===== config.mk =====
export PLATFORM = sky130hd
export DESIGN_NAME = tsn_ibm_rx
export DESIGN_NICKNAME = d
export VERILOG_FILES = /design/src/rtl/tsn_ibm_rx.sv
export SDC_FILE = /design/constraint.sdc
export NUM_CORES = 1
export LEC_CHECK = 0
export CAP_MARGIN = 10
export CORE_MARGIN = 4
export CORE_UTILIZATION = 47
export DETAILED_ROUTE_END_ITERATION = 12
export GPL_TIMING_DRIVEN = 0
export PLACE_DENSITY = 0.92
export SLEW_MARGIN = 20
export SYNTH_ARGS = -nofsm -noshare
export SYNTH_HDL_FRONTEND = slang
export SYNTH_SLANG_ARGS = --single-unit

===== constraint.sdc =====
create_clock -name clk -period 4.8 [get_ports clk]
set_input_delay 0.96 -clock clk [delete_from_list [all_inputs] [get_ports clk]]
set_output_delay 0.96 -clock clk [all_outputs]
set_load 0.01 [all_outputs]

===== src/rtl/tsn_ibm_rx.sv =====
// Input buffer manager receive front end: allocates a buffer ID per packet,
// writes beats into the packet buffer RAM and emits a descriptor on good tails.
module tsn_ibm_rx #(
  parameter int NUM_BUF = 16,
  parameter int LINE_W  = 7
) (
  input  logic                clk,
  input  logic                rst_n,
  input  logic [133:0]        in_ibm_data,
  input  logic                in_ibm_data_wr,
  input  logic                in_ibm_valid,
  input  logic                in_ibm_valid_wr,
  input  logic [23:0]         in_ibm_tsn_md,
  input  logic                in_ibm_tsn_md_wr,
  input  logic [4:0]          in_ibm_id_free,
  input  logic                in_ibm_id_free_wr,
  output logic [4:0]          bufm_ID_count,
  output logic                out_ibm_buf_wr,
  output logic [5+LINE_W-1:0] out_ibm_buf_addr,
  output logic [133:0]        out_ibm_buf_data,
  output logic [31:0]         out_ibm_desc,
  output logic                out_ibm_desc_wr,
  output logic [63:0]         ibm_pkt_cnt,
  output logic [31:0]         ibm_drop_cnt,
  output logic [1:0]          dbg_state
);

  // Handshake: every input is a one-cycle strobe (no backpressure); a beat is
  // taken on any cycle with in_ibm_data_wr=1, outputs are one-cycle strobes.
  typedef enum logic [1:0] {IDLE = 2'd0, WR = 2'd1, DROP = 2'd2} state_t;

  localparam logic [LINE_W-1:0] LINE_ONE  = 1;
  localparam logic [LINE_W-1:0] LINE_LAST = '1;

  state_t              state, state_nx;
  logic [NUM_BUF-1:0]  free_map;
  logic [4:0]          cur_id;
  logic [LINE_W-1:0]   line;
  logic [23:0]         md;

  logic                is_head, is_tail, good_tail;
  logic [LINE_W-1:0]   next_line, wr_line;
  logic [4:0]          alloc_id, wr_id;
  logic                any_free, alloc, ret, wr_en, desc_fire, drop, ext_ok;
  logic [31:0]         map32, map_nx32;
  logic [11:0]         len_full;

  assign is_head   = in_ibm_data_wr && (in_ibm_data[133:132] == 2'b01);
  assign is_tail   = in_ibm_data_wr && (in_ibm_data[133:132] == 2'b10);
  assign good_tail = in_ibm_valid && in_ibm_valid_wr;
  assign next_line = line + LINE_ONE;
  assign dbg_state = state;

  // Lowest-numbered free ID: descending scan so the last hit wins.
  always_comb begin
    alloc_id = 5'd0;
    any_free = 1'b0;
    for (int i = NUM_BUF - 1; i >= 0; i--) begin
      if (free_map[i]) begin
        alloc_id = 5'(i);
        any_free = 1'b1;
      end
    end
  end

  always_comb begin
    state_nx  = state;
    alloc     = 1'b0;
    ret       = 1'b0;
    wr_en     = 1'b0;
    wr_line   = '0;
    desc_fire = 1'b0;
    drop      = 1'b0;
    case (state)
      IDLE: begin
        if (is_head) begin
          if (any_free) begin
            alloc    = 1'b1;
            wr_en    = 1'b1;
            state_nx = WR;
          end else begin
            drop     = 1'b1;
            state_nx = DROP;
          end
        end
      end
      WR: begin
        if (is_tail) begin
          wr_en    = 1'b1;
          wr_line  = next_line;
          state_nx = IDLE;
          if (good_tail) begin
            desc_fire = 1'b1;
          end else begin
            ret  = 1'b1;
            drop = 1'b1;
          end
        end else if (in_ibm_data_wr) begin
          // The last line is reserved for a tail; anything else is oversize.
          if (next_line == LINE_LAST) begin
            ret      = 1'b1;
            drop     = 1'b1;
            state_nx = DROP;
          end else begin
            wr_en   = 1'b1;
            wr_line = next_line;
          end
        end
      end
      DROP: begin
        if (is_tail) state_nx = IDLE;
      end
      default: state_nx = IDLE;
    endcase
  end

  // External free is ignored for out-of-range, already-free, or the ID being
  // returned internally this cycle; the allocated ID is still marked free here.
  always_comb begin
    map32    = 32'(free_map);
    ext_ok   = in_ibm_id_free_wr && (32'(in_ibm_id_free) < 32'(NUM_BUF)) &&
               !map32[in_ibm_id_free] && !(ret && (in_ibm_id_free == cur_id));
    map_nx32 = map32;
    if (alloc)  map_nx32[alloc_id] = 1'b0;
    if (ret)    map_nx32[cur_id] = 1'b1;
    if (ext_ok) map_nx32[in_ibm_id_free] = 1'b1;
  end

  assign wr_id    = (state == IDLE) ? alloc_id : cur_id;
  assign len_full = (({{(12-LINE_W){1'b0}}, wr_line} + 12'd1) << 4) - {8'd0, in_ibm_data[131:128]};

  always_ff @(posedge clk or negedge rst_n) begin
    if (!rst_n) begin
      state            <= IDLE;
      free_map         <= '1;
      bufm_ID_count    <= 5'(NUM_BUF);
      cur_id           <= '0;
      line             <= '0;
      md               <= '0;
      out_ibm_buf_wr   <= 1'b0;
      out_ibm_buf_addr <= '0;
      out_ibm_buf_data <= '0;
      out_ibm_desc     <= '0;
      out_ibm_desc_wr  <= 1'b0;
      ibm_pkt_cnt      <= '0;
      ibm_drop_cnt     <= '0;
    end else begin
      state         <= state_nx;
      free_map      <= map_nx32[NUM_BUF-1:0];
      bufm_ID_count <= bufm_ID_count + 5'(ret) + 5'(ext_ok) - 5'(alloc);
      if (alloc) begin
        cur_id <= alloc_id;
        md     <= in_ibm_tsn_md_wr ? in_ibm_tsn_md : 24'd0;
      end
      if (wr_en) begin
        line             <= wr_line;
        out_ibm_buf_addr <= {wr_id, wr_line};
        out_ibm_buf_data <= in_ibm_data;
      end
      out_ibm_buf_wr  <= wr_en;
      out_ibm_desc_wr <= desc_fire;
      if (desc_fire) begin
        out_ibm_desc <= {md[23:21], md[20:9], md[8], cur_id, len_full[10:0]};
        ibm_pkt_cnt  <= ibm_pkt_cnt + 64'd1;
      end
      if (drop) ibm_drop_cnt <= ibm_drop_cnt + 32'd1;
    end
  end

endmodule


== Word-level counts from Yosys, hierarchy flattened ==
Cells that the tools add are included.
Cells by class
  reductions and logical operators: 14
  eq/ne operators: 10
  add/sub/neg operators: 8
  bitwise operators: 4
  $lt $le $gt $ge: 7
  muxes and demuxes: 74
Operators with widths (count)
  two-way mux 5 bit: 15
  adder 64 x 1 -> 64 bit, second input constant: 1
  two-way mux 16 bit: 3
  two-way mux 1 bit: 36
  adder 32 x 1 -> 32 bit, second input constant: 1
  bitwise OR 16 bit: 2
  two-way mux 7 bit: 4
  two-way mux 24 bit: 1
  less-than comparator 5 x 6 -> 1 bit, second input constant: 3
  AND 16 bit: 1
  inverter 16 bit: 1
  demux 1 bit (select 5 bit): 3
  >= comparator 5 x 1 -> 1 bit, second input constant: 3
  adder 7 x 1 -> 7 bit, second input constant: 2
  two-way mux 2 bit: 6
  subtractor 11 x 4 -> 11 bit: 1
  adder 5 x 1 -> 5 bit: 2
  logical AND 1 bit: 10
  two-way mux 4 bit: 2
  equality test 7 bit, second input constant: 1
  != test 3 bit, second input constant: 2
  case mux 2 bit (3 select lines): 1
  binary-select mux 1 bit (select 5 bit): 1
  equality test 5 bit: 1
  other kinds (9): 14
Storage, ports and cells
  logic and storage cells: 130
  bits of input ports: 170
  output and inout bits: 283
  flip-flop bits (word level): 335

== Longest topological paths before layout ==
  word-level depth: 27
  mapped depth: 17
  depth with buffers taken out: 16

== Least setup slack after synthesis ==
No wires, ideal clock.
  path kind: reg-to-reg
  from: register line[1]
  to: register out_ibm_desc[10]
  data required time: 4735 ps
  buffers on the path: 2
  library setup time: 65 ps
  period minus slack after synthesis: 3641 ps
  stages on the path, launching flop included: 17
  setup slack: 1159 ps
  data arrival time: 3576 ps
  path through: dfrtp_1 ha_1 clkbuf_1 o21ai_0 a32o_1 a31o_2 clkbuf_1 nor2_1 ha_1 inv_1 nor4_1 a21oi_1 xnor2_1 or4_1 a211o_1 o211ai_1 o21a_1
On the way
  cells in the longest elaborated chain, start to end: 8
Ends and longest elaborated chain
  start, declared: line 38  | logic [LINE_W-1:0] line;
  start signal, assigned: line 156  | line <= wr_line;
  adder 7 x 1 -> 7 bit (*): line 51  | assign next_line = line + LINE_ONE;
  equality test 7 bit: line 100  | if (next_line == LINE_LAST) begin
  two-way mux 7 bit: line 100
  two-way mux 7 bit: line 98  | end else if (in_ibm_data_wr) begin
  two-way mux 7 bit (*): line 88  | if (is_tail) begin
  two-way mux 7 bit (*): line 74  | case (state)
  via wr_line[1]: line 42  | logic [LINE_W-1:0] next_line, wr_line;
  adder 7 x 1 -> 7 bit (*): line 130  | assign len_full = (({{(12-LINE_W){1'b0}}, wr_line} + 12'd1) << 4) - {8'd0, in_ibm_data[131:128]};
  subtractor 11 x 4 -> 11 bit (*): line 130
  end signal, assigned: line 163  | out_ibm_desc <= {md[23:21], md[20:9], md[8], cur_id, len_full[10:0]};
  end, declared: line 21  | output logic [31:0] out_ibm_desc,
The timed path passes the listed nets; every way through them passes the cells marked *.
A chain may end at the register's enable or synchronous reset.

== Final worst setup path ==
Ends and elaborated chain as after synthesis.

==> impl_metrics.toml <==
[status]
status = "finished, final reports clean"

[detailed_routing]
ant_nets = 0
routed_wl_um = 46890
vias = 12740
wl_per_cell_um = 19.74
viasPerCell = 5.360
drc = 0
drtIter0Drc = 845
first_pass_iters = 5

[timing]
finalCriticalPeriod_ns = 4.282
fin_worst_skew_ns = 0.02745
tightestPinTransition_ns = 0.8468
drv_slew = 0
final.setup.worst_slack_ns = 0.5180
rsz0062_at_grt = "no"
holdWs_ns = 0.3457
report.final.hold_viol_count = 0
setup_violations = 0
fmax_mhz = 233.5
setup_tns_ns = 0
slew_headroom_pct = 43.28
post-route-period-util_pct = 89.21

[die]
die_x_um = 181.3
die_h_um = 181.3
die_area_um2 = 32860
coreArea_um2 = 29640
initial_utilization_pct = 47.61
rows = 63
pin_count = 453

[synth]
postSynthAreaPerCell_um2 = 9.502
synthTopCellsByArea = "dfrtp_1 (53%), nand2_1 (15%), xnor2_1 (5.3%)"
synth_edf_count = 0
yosys_most_used_dff = "dfrtp_1"
ys_seq_elements = 317
netlist_instances = 1485
yosysWarnings = 0
syn_area_um2 = 14110
yosysTopAreaCellShare_pct = 53.20
synth.largest_area_cell = "dfrtp_1"
postSynth.asyncResetShare_pct = 100.0
synth_cell_types = 74
ys_seq_area_share_pct = 56.37

[clocking]
cts_sinks = 317
clk_latency_ns = 0.51
tritoncts = "built"
cts_hold_buf = 0
clk_path_buf_depth = 3
cts_setup_buffers = 0
cts_made_buffers = 34
clk_pin_slew_ns = 0.06
htree_levels = 2
cts_resized = 0
root_buffer = "clkbuf_16"

[critical_path]
r2r-end = "out_ibm_desc[10]$_DFFE_PN0P_"
rr_startpoint = "line[1]$_DFFE_PN0P_"
r2r_slack_ns = 0.52
path_class = "reg2reg"
cp_max_fo = 10
critPathCaptureType = "flop"
cp.arrival_ns = 4.72
reg2reg_depth = 16
cp_data_required_time_ns = 5.24
start_kind = "flop"

[placement]
hpwlAfterDp_um = 34980
port_buffers = 439
dp_cells = 2318
routabilityCongestion = 0.9119
place_ws_ns = 0.07387

[power_and_ir_drop]
p_total_mw = 10.73
powerDensity_nw_per_um2 = 531.3
leakage_nw = 9.421
ir_worst_vdd_mv = 0.3798

[global_route]
antenna_found_initial = 1
grt_max_degree = 106
grt_pass1_vias = 13450
grt_usage_pct = 28.03
grt_pass1_wl_um = 73950
overflow = 0

[layout]
seq_area_um2 = 7954
fillers = 2120
layout_common_cells = "nand2_1 (578), clkdlybuf4s50_1 (438), dfrtp_1 (300)"
multi_input_area_um2 = 5728
drive_above_1_share_pct = 7.053
area_growth_syn_to_layout_pct = 43.12
layout_commonest_cell = "nand2_1"
fin_cells = 2376
nets = 2147

[hold_path]
hold_path.class = "in2async"

[run]
max_cap_viol_count = 0
[synthesized netlist by cell type (3+ instances only)]
cell and instances:
nand3_1 47, o21ai_0 53, buf_4 7, ha_1 11, nand3b_1 4, nand2_1 578, nor2b_1 8, nor3_1 9
and3_1 28, dfstp_2 17, xor2_1 30, a21oi_1 14, mux2i_1 4, o31a_1 3, o31ai_1 10, and2_1 10
o211ai_1 3, o221ai_1 6, mux4_2 4, xnor2_1 86, inv_1 31, o21ai_1 3, a31oi_1 6, and4_1 7
nor4_1 9, clkbuf_1 33, a21o_1 6, dfrtp_1 300, a32oi_1 3, buf_2 25, mux2_2 3, nand2b_1 9
nor2_1 44, a211o_1 3, a31o_2 3, nand4_1 18, or3_1 3
[sequential cells by signal, indices dropped and copies added, names as in the netlist]
register / cells
out_ibm_desc_wr: 1
cur_id: 4
out_ibm_buf_data: 134
free_map: 16
out_ibm_buf_wr: 1
ibm_pkt_cnt: 64
bufm_ID_count: 5
out_ibm_buf_addr: 5
line: 6
ibm_drop_cnt: 32
dbg_state: 2
md: 16
out_ibm_desc: 31
[how the worst max path moves through the flow]
stage,start,depth (start not counted),endpoint,slack [ns]
6_report,line[1]$_DFFE_PN0P_,16,out_ibm_desc[10]$_DFFE_PN0P_,0.52
3_5_place_dp,in_ibm_data[133],15,out_ibm_desc[10]$_DFFE_PN0P_,0.07
3_3_place_gp,rst_n,1,out_ibm_buf_data[50]$_DFFE_PN0P_,-10.65
5_1_grt,line[1]$_DFFE_PN0P_,17,out_ibm_desc[10]$_DFFE_PN0P_,0.15
4_1_cts,line[1]$_DFFE_PN0P_,16,out_ibm_desc[10]$_DFFE_PN0P_,0.57
2_1_floorplan,line[1]$_DFFE_PN0P_,16,out_ibm_desc[10]$_DFFE_PN0P_,1.16
[stage by stage]
stage / util, % / cell area (um^2)
3_3_place_gp: 64.10 / 19000
6_report: 68.14 / 20200
4_1_cts: 68.13 / 20190
3_5_place_dp: 64.39 / 19080
2_1_floorplan: - / 14110
5_1_grt: 68.14 / 20200
[critical path, stage by stage (launching register included)]
cell and delay [ns]:
dfrtp_1 0.48, ha_1 0.19, clkbuf_1 0.31, o21ai_0 0.19, a32o_1 0.36, a31o_2 0.26
clkbuf_1 0.24, nor2_1 0.24, ha_1 0.34, inv_1 0.17, nor4_1 0.25, a21oi_1 0.08
xnor2_1 0.19, or4_1 0.45, a211o_1 0.25, o211ai_1 0.09, o21a_1 0.14
[power breakdown]
| part | internal (mW) | switching, mW | total [mW] |
|---|---|---|---|
| registers | 3.53 | 0.586 | 4.12 |
| logic | 1.92 | 2.08 | 4.00 |
| clock network | 1.55 | 1.06 | 2.61 |
[metal layers]
metal	routed length [um]	up-vias	part of all wire (%)	track usage [%]
met5	0	-	0	0
met4	2686	0	5.7	14.29
met1	17460	6220	37	32.50
met3	3117	153	6.6	5.114
li1	-	5800	-	-
met2	23630	563	50	49.68
[layout make-up]
cell class / count / area share [%]
well taps: 390 / 2.416
diodes: 1 / 0.01239
inverters: 33 / 0.6133
clock buffers: 45 / 4.870
multi-input cells: 1069 / 28.36
plain buffers: 67 / 1.530
clock inverters: 12 / 0.6195
repair buffers: 442 / 22.19
flip-flops and latches: 317 / 39.38
[cell families (layout without fill, tap and decap cells)]
group                    after synthesis  after routing  synth area share, %
flip-flops                           317            317                56.37
other                                  1              3              0.02657
AND/OR/NAND/NOR                      799            799                25.00
adder cells (fa/ha/maj)               13             13                1.259
multiplexers                          11             11                1.162
XOR/XNOR                             116            116                7.200
AO/OA/AOI/OAI                        128            128                5.914
buffers and inverters                100            599                3.068
Power figures use the tool's default switching activity.
==> edit 1: new RTL, same settings <==
Make the reset (`rst_n`) synchronous in one clocked block.
--- a/src/rtl/tsn_ibm_rx.sv
+++ b/src/rtl/tsn_ibm_rx.sv
@@ -129,7 +129,7 @@
   assign wr_id    = (state == IDLE) ? alloc_id : cur_id;
   assign len_full = (({{(12-LINE_W){1'b0}}, wr_line} + 12'd1) << 4) - {8'd0, in_ibm_data[131:128]};
 
-  always_ff @(posedge clk or negedge rst_n) begin
+  always_ff @(posedge clk) begin
     if (!rst_n) begin
       state            <= IDLE;
       free_map         <= '1;
Behaviour: differs if rst_n is asserted again (counterexample within 4 cycles, from zero or initial values and one cycle with rst_n low); with rst_n held inactive, the same outputs for 4 cycles.
==> edit 1 against the original RTL <==
Synthesized cell count grew 14%; die area shrank 3.3%; wire length grew 9.0%; worst hold slack gained 100 ps; sequential cell count is the same; final cell count grew 8.6%; design area shrank 2.5%; worst setup slack lost 95 ps; first-iteration DRC count grew 4.5%; area after synthesis shrank 3.4%.
Power is not compared: it rests on default switching activity, and its combinational part moved more than twofold at a synthesized area within 25%.
==> edit 1: results (changes against the original RTL) <==
[cells_and_area]
nets=2355  ; was 2,147
final_util_pct=68.82  ; was 68.14%
multi_input_area_share_pct=34.13  ; was 28.36%
multi_input_cells=1244  ; was 1,069
nonClkBufAreaFrac_pct=24.59  ; was 23.72%
regArea_um2=6346  ; was 7954 um2
fin_cells=2580  ; was 2,376
final_area_um2=19700  ; was 20,200 um2
nFlopsAndLatches=317  ; unchanged
fillers=2103  ; was 2,120
buffers=547  ; was 509
antenna_cells=0  ; was 1
n_clock_buffer=49  ; was 45
clkCellAreaFrac_pct=6.110  ; was 5.489%
inv_count=27  ; was 33
drive_gt1_share_pct=4.690  ; was 7.053%

[setup_path]
cp_data_arrival_time_ps=4730  ; was 4720 ps
r2r_end=out_ibm_desc[9]  ; was out_ibm_desc[10]
reg2regPathDepth=14  ; was 16
timing.rr.start=line[1]  ; unchanged

[synthesis]
syn_avg_cell_area_um2=8.034  ; was 9.502 um2
synthDistinctLibCells=73  ; was 74
synthXorXnorAreaFrac_pct=5.069  ; was 7.200%
synth_common_cells=nand2_1, dfxtp_1, a21oi_1  ; was nand2_1, dfrtp_1, xnor2_1
ys_seq_area_share_pct=46.57  ; was 56.37%
yosys-mux-area-fraction_pct=1.754  ; was 1.162%
synth_compound_area_share_pct=15.00  ; was 5.914%
synthFlopType=dfxtp_1  ; was dfrtp_1
synthAdderAreaFrac_pct=1.304  ; was 1.259%
async_reset_ff_share_pct=0  ; was 100.0%

[worst_hold_path]
hp-class=reg -> reg  ; was in -> async

[placed_design]
hpwl_um=38490  ; was 34,980 um
pre_cts_ws_ps=-307.5  ; was 73.87 ps
portBuffers=438  ; was 439
globalplace.congestion=0.9461  ; was 0.9119
dpl_cell_area_um2=18490  ; was 19,080 um2
dpl.cell_count=2519  ; was 2,318

[route]
vias_per_cell=5.620  ; was 5.360
wl_per_cell_um=19.80  ; was 19.74 um
drtPass1Iterations=7  ; was 5

[timing]
slew_headroom_pct=27.11  ; was 43.28%

[global_route]
grt_start_max_net_pins=14  ; was 106
antenna_found_initial=0  ; was 1
grt_pass1_wl_um=77130  ; was 73,950 um
grt_pass1_vias=14350  ; was 13.45k
track_usage_pct=30.26  ; was 28.03%

[clocking]
cts_buffers=35  ; was 34

[outcome]
status=complete, no violations  ; unchanged

[edit 1: cell count changes in the layout (fill, tap and decap cells not counted), sizes merged, moves of 17 or more]
| cell | change |
|---|---|
| xnor2 | -65 |
| dfrtp | -300 |
| a21oi | +212 |
| xor2 | +27 |
| dfxtp | +317 |
| nor2 | +69 |
| nand2 | -158 |
| clkbuf | +47 |
| dfstp | -17 |
[edit 1: metal layers]
layer	global-route usage, %	part of all wire, %	vias up
met1	36.02	37	6844
met2	51.37	48	753
met5	0	0	-
met3	8.075	9.9	154
met4	13.40	5.0	0
li1	-	-	6748
[edit 1: worst max path at each step]
stage | slack [ps] | end | from | cells past startpoint
floorplan | 1140 | bufm_ID_count[4] | in_ibm_data[133] | 15
CTS | 240 | bufm_ID_count[4] | in_ibm_data[133] | 16
global placement | -250 | bufm_ID_count[4] | in_ibm_data[133] | 16
finish | 420 | bufm_ID_count[4] | in_ibm_data[133] | 16
detailed placement | -310 | bufm_ID_count[4] | in_ibm_data[133] | 16
global route | 130 | bufm_ID_count[4] | in_ibm_data[133] | 16
[edit 1: worst max-delay path, cell delays in order]
cell and delay, ps:
clkdlybuf4s50_1 540, and3b_1 300, and2_1 130, clkbuf_1 260, nand2_1 200, inv_1 110
clkbuf_1 450, clkbuf_2 390, ha_1 300, fa_1 380, inv_1 90, fa_1 210
a21o_1 120, a21oi_1 70, xnor2_1 160, nand2_1 60
[edit 1: where the power goes]
group	switching (mW)	internal, mW	total (mW)
Clock	1.09	1.74	2.82
Combinational	0.333	0.327	0.659
Sequential	0.0461	2.70	2.75
[edit 1: repair_timing]
| action | in CTS | in global routing |
|---|---|---|
| hold buffers | 0 | 0 |
| resized for setup | 0 | 2 |
| endpoints found under the setup margin | 0 | 1 |
| endpoints found under the hold margin | 0 | 0 |
==> edit 2: new RTL, config.mk and constraints unchanged <==
Without the edit above. Set the parameter `LINE_W` to 9 (it was 7).
--- a/src/rtl/tsn_ibm_rx.sv
+++ b/src/rtl/tsn_ibm_rx.sv
@@ -2,7 +2,7 @@
 // writes beats into the packet buffer RAM and emits a descriptor on good tails.
 module tsn_ibm_rx #(
   parameter int NUM_BUF = 16,
-  parameter int LINE_W  = 7
+  parameter int LINE_W  = 9
 ) (
   input  logic                clk,
   input  logic                rst_n,
Interface: changed (resized out_ibm_buf_addr); port bits go from 453 to 455. The function was not compared with the original's and may differ.
==> edit 2 against the original RTL <==
Wire length rose by 2.6%; worst setup slack got worse by 19 ps; utilization rose by 0.67 points; design area rose by 1.5%; power rose by 4.7%; sequential cell count rose by 2; sequential share of layout area fell by 0.34 points; final cell count rose by 1.3%; first-iteration DRC count fell by 3.1%; clock power rose by 11%; largest power group unchanged; count of clock-buffer cells in the layout rose by 3; clock skew fell by 3.7 ps; highest routed layer is now met5; area after synthesis rose by 0.94%.
==> edit 2: results (changes against the original RTL) <==
[synthesis]
ys_seq_area_share_pct=56.19  ; was 56.37%
synthFlopType=dfrtp_1  ; unchanged
synth_common_cells=nand2_1, dfrtp_1, xnor2_1  ; unchanged
async_reset_ff_share_pct=100.0  ; unchanged
synth_area_leaders=dfrtp_1, nand2_1, xnor2_1  ; unchanged
synth_compound_area_share_pct=6.184  ; was 5.914%
synthDistinctLibCells=64  ; was 74
syn_avg_cell_area_um2=9.452  ; was 9.502 um2
synthXorXnorAreaFrac_pct=7.379  ; was 7.200%
synthAdderAreaFrac_pct=1.247  ; was 1.259%
yosys-mux-area-fraction_pct=1.168  ; was 1.162%
yosys_warnings=0  ; unchanged

[floorplanning]
floorplan.rows=63  ; unchanged

[setup_path]
worstSetupEndpointType=register  ; unchanged
r2r_slack_ps=500  ; was 520 ps
cp-startpoint=line[1]  ; unchanged
endpoint=out_ibm_desc[8]  ; was out_ibm_desc[10]
path_max_fanout=10  ; unchanged
reg2regPathDepth=16  ; unchanged
cp_data_arrival_time_ps=4700  ; was 4720 ps

[clocking]
clk_latency_ps=520
cts.clk_slew.worst_paths_ps=70
postCtsSetupRepairBufs=0  ; unchanged
cts_max_path_buffers=3  ; unchanged
h-tree-depth=2  ; unchanged
ctsResizeCount=0  ; unchanged
clockRootBuffer=clkbuf_16  ; unchanged
cts_buffers=36  ; was 34

[power_and_ir_drop]
p_leak_nw=9.454  ; was 9.421 nW
vdd_drop_max_v=0.0003181  ; was 0.0003798 V

[placed_design]
pre_cts_ws_ps=322.9  ; was 73.87 ps
hpwl_um=35770  ; was 34,980 um
dpl_cell_area_um2=19240  ; was 19,080 um2
portBuffers=441  ; was 439
globalplace.congestion=0.8892  ; was 0.9119
dpl.cell_count=2342  ; was 2,318

[flow_run]
drv_cap=0  ; unchanged

[global_route]
track_usage_pct=28.26  ; was 28.03%
antenna_found_initial=1  ; unchanged
grt_pass1_wl_um=75330  ; was 73,950 um
grt_start_max_net_pins=103  ; was 106
grt_pass1_vias=13660  ; was 13.45k

[route]
drtIter0Drc=819  ; was 845
drtPass1Iterations=5  ; unchanged
wl_per_cell_um=19.99  ; was 19.74 um
vias_per_cell=5.442  ; was 5.360

[cells_and_area]
nets=2173  ; was 2,147
top_regs=out_ibm_buf_data x134, ibm_pkt_cnt x64, ibm_drop_cnt x32  ; unchanged
fin_cells=2407  ; was 2,376
antenna_cells=0  ; was 1
drive_gt1_share_pct=7.090  ; was 7.053%

[worst_hold_path]
hp-class=in -> async  ; unchanged

[timing]
skew_ps=23.77  ; was 27.45 ps
slew_headroom_pct=43.44  ; was 43.28%
fmaxAchievable_ghz=0.2325  ; was 0.2335 GHz

[outcome]
status=complete, no violations  ; unchanged

-- edit 2: changes by cell type after synthesis, moves of 9 or more --
cell	change
nor3_1	+13
nand3_1	+11
o221ai_1	+11
nand2_1	-10
buf_4	+9
o21ai_0	+9
-- edit 2: kinds of logic (layout without fill, tap and decap cells) --
group,Yosys count,after routing
buffers and inverters,106,615
DFF,319,319
muxes,10,10
and+or+nand+nor,801,801
adders and majority gates,13,13
AOI/OAI and AO/OA,137,137
other,1,2
xor gates and xnor gates,120,120
-- edit 2: area by class of cell --
| class | instances | area (um2) |
|---|---|---|
| Clock inverter | 17 | 230.2 |
| Timing Repair Buffer | 444 | 4502 |
| Tap cell | 390 | 488.0 |
| Multi-Input combinational cell | 1083 | 5767 |
| Clock buffer | 48 | 1027 |
| Sequential cell | 319 | 8004 |
| Fill cell | 2176 | 9294 |
| Buffer | 75 | 367.9 |
| Inverter | 31 | 116.4 |
-- edit 2: per-layer routing --
metal  GRT usage (%)  part of all wire, %
met5               0                0.027
met4           12.16                  5.5
met3           6.996                  8.3
met2           49.63                   50
met1           32.98                   36
-- edit 2: how the worst min path moves through the flow --
stage | endpoint | startpoint | cells after the start | slack, ps
floorplan | out_ibm_desc[16] | md[8] | 2 | 440
global placement | out_ibm_desc[23] | md[15] | 2 | 450
detailed placement | out_ibm_buf_data[125] | out_ibm_buf_data[125] | 2 | 450
CTS | ibm_drop_cnt[5] | rst_n | 1 | 470
global route | out_ibm_buf_data[38] | out_ibm_buf_data[38] | 2 | 490
finish | ibm_drop_cnt[7] | rst_n | 1 | 460
-- edit 2: power by group --
part           leakage (nW)  total (mW)  internal, mW  switching (mW)
Sequential             4.10        4.21          3.59           0.620
Clock                 0.617        2.91          1.78            1.13
Combinational          4.73        4.12          2.02            2.10
-- edit 2: worst max-delay path, cell delays in order, from the launching register on --
cell and delay [ps]:
dfrtp_1 490, ha_1 320, nor2b_1 290, a21boi_1 500, o2111ai_1 250, o21ai_0 250
buf_2 270, nor2_1 110, ha_1 230, clkbuf_1 230, o21ai_0 190, o21ai_0 110
a21oi_1 190, xnor2_1 210, nand2_1 110, xnor2_1 150, mux2_2 260
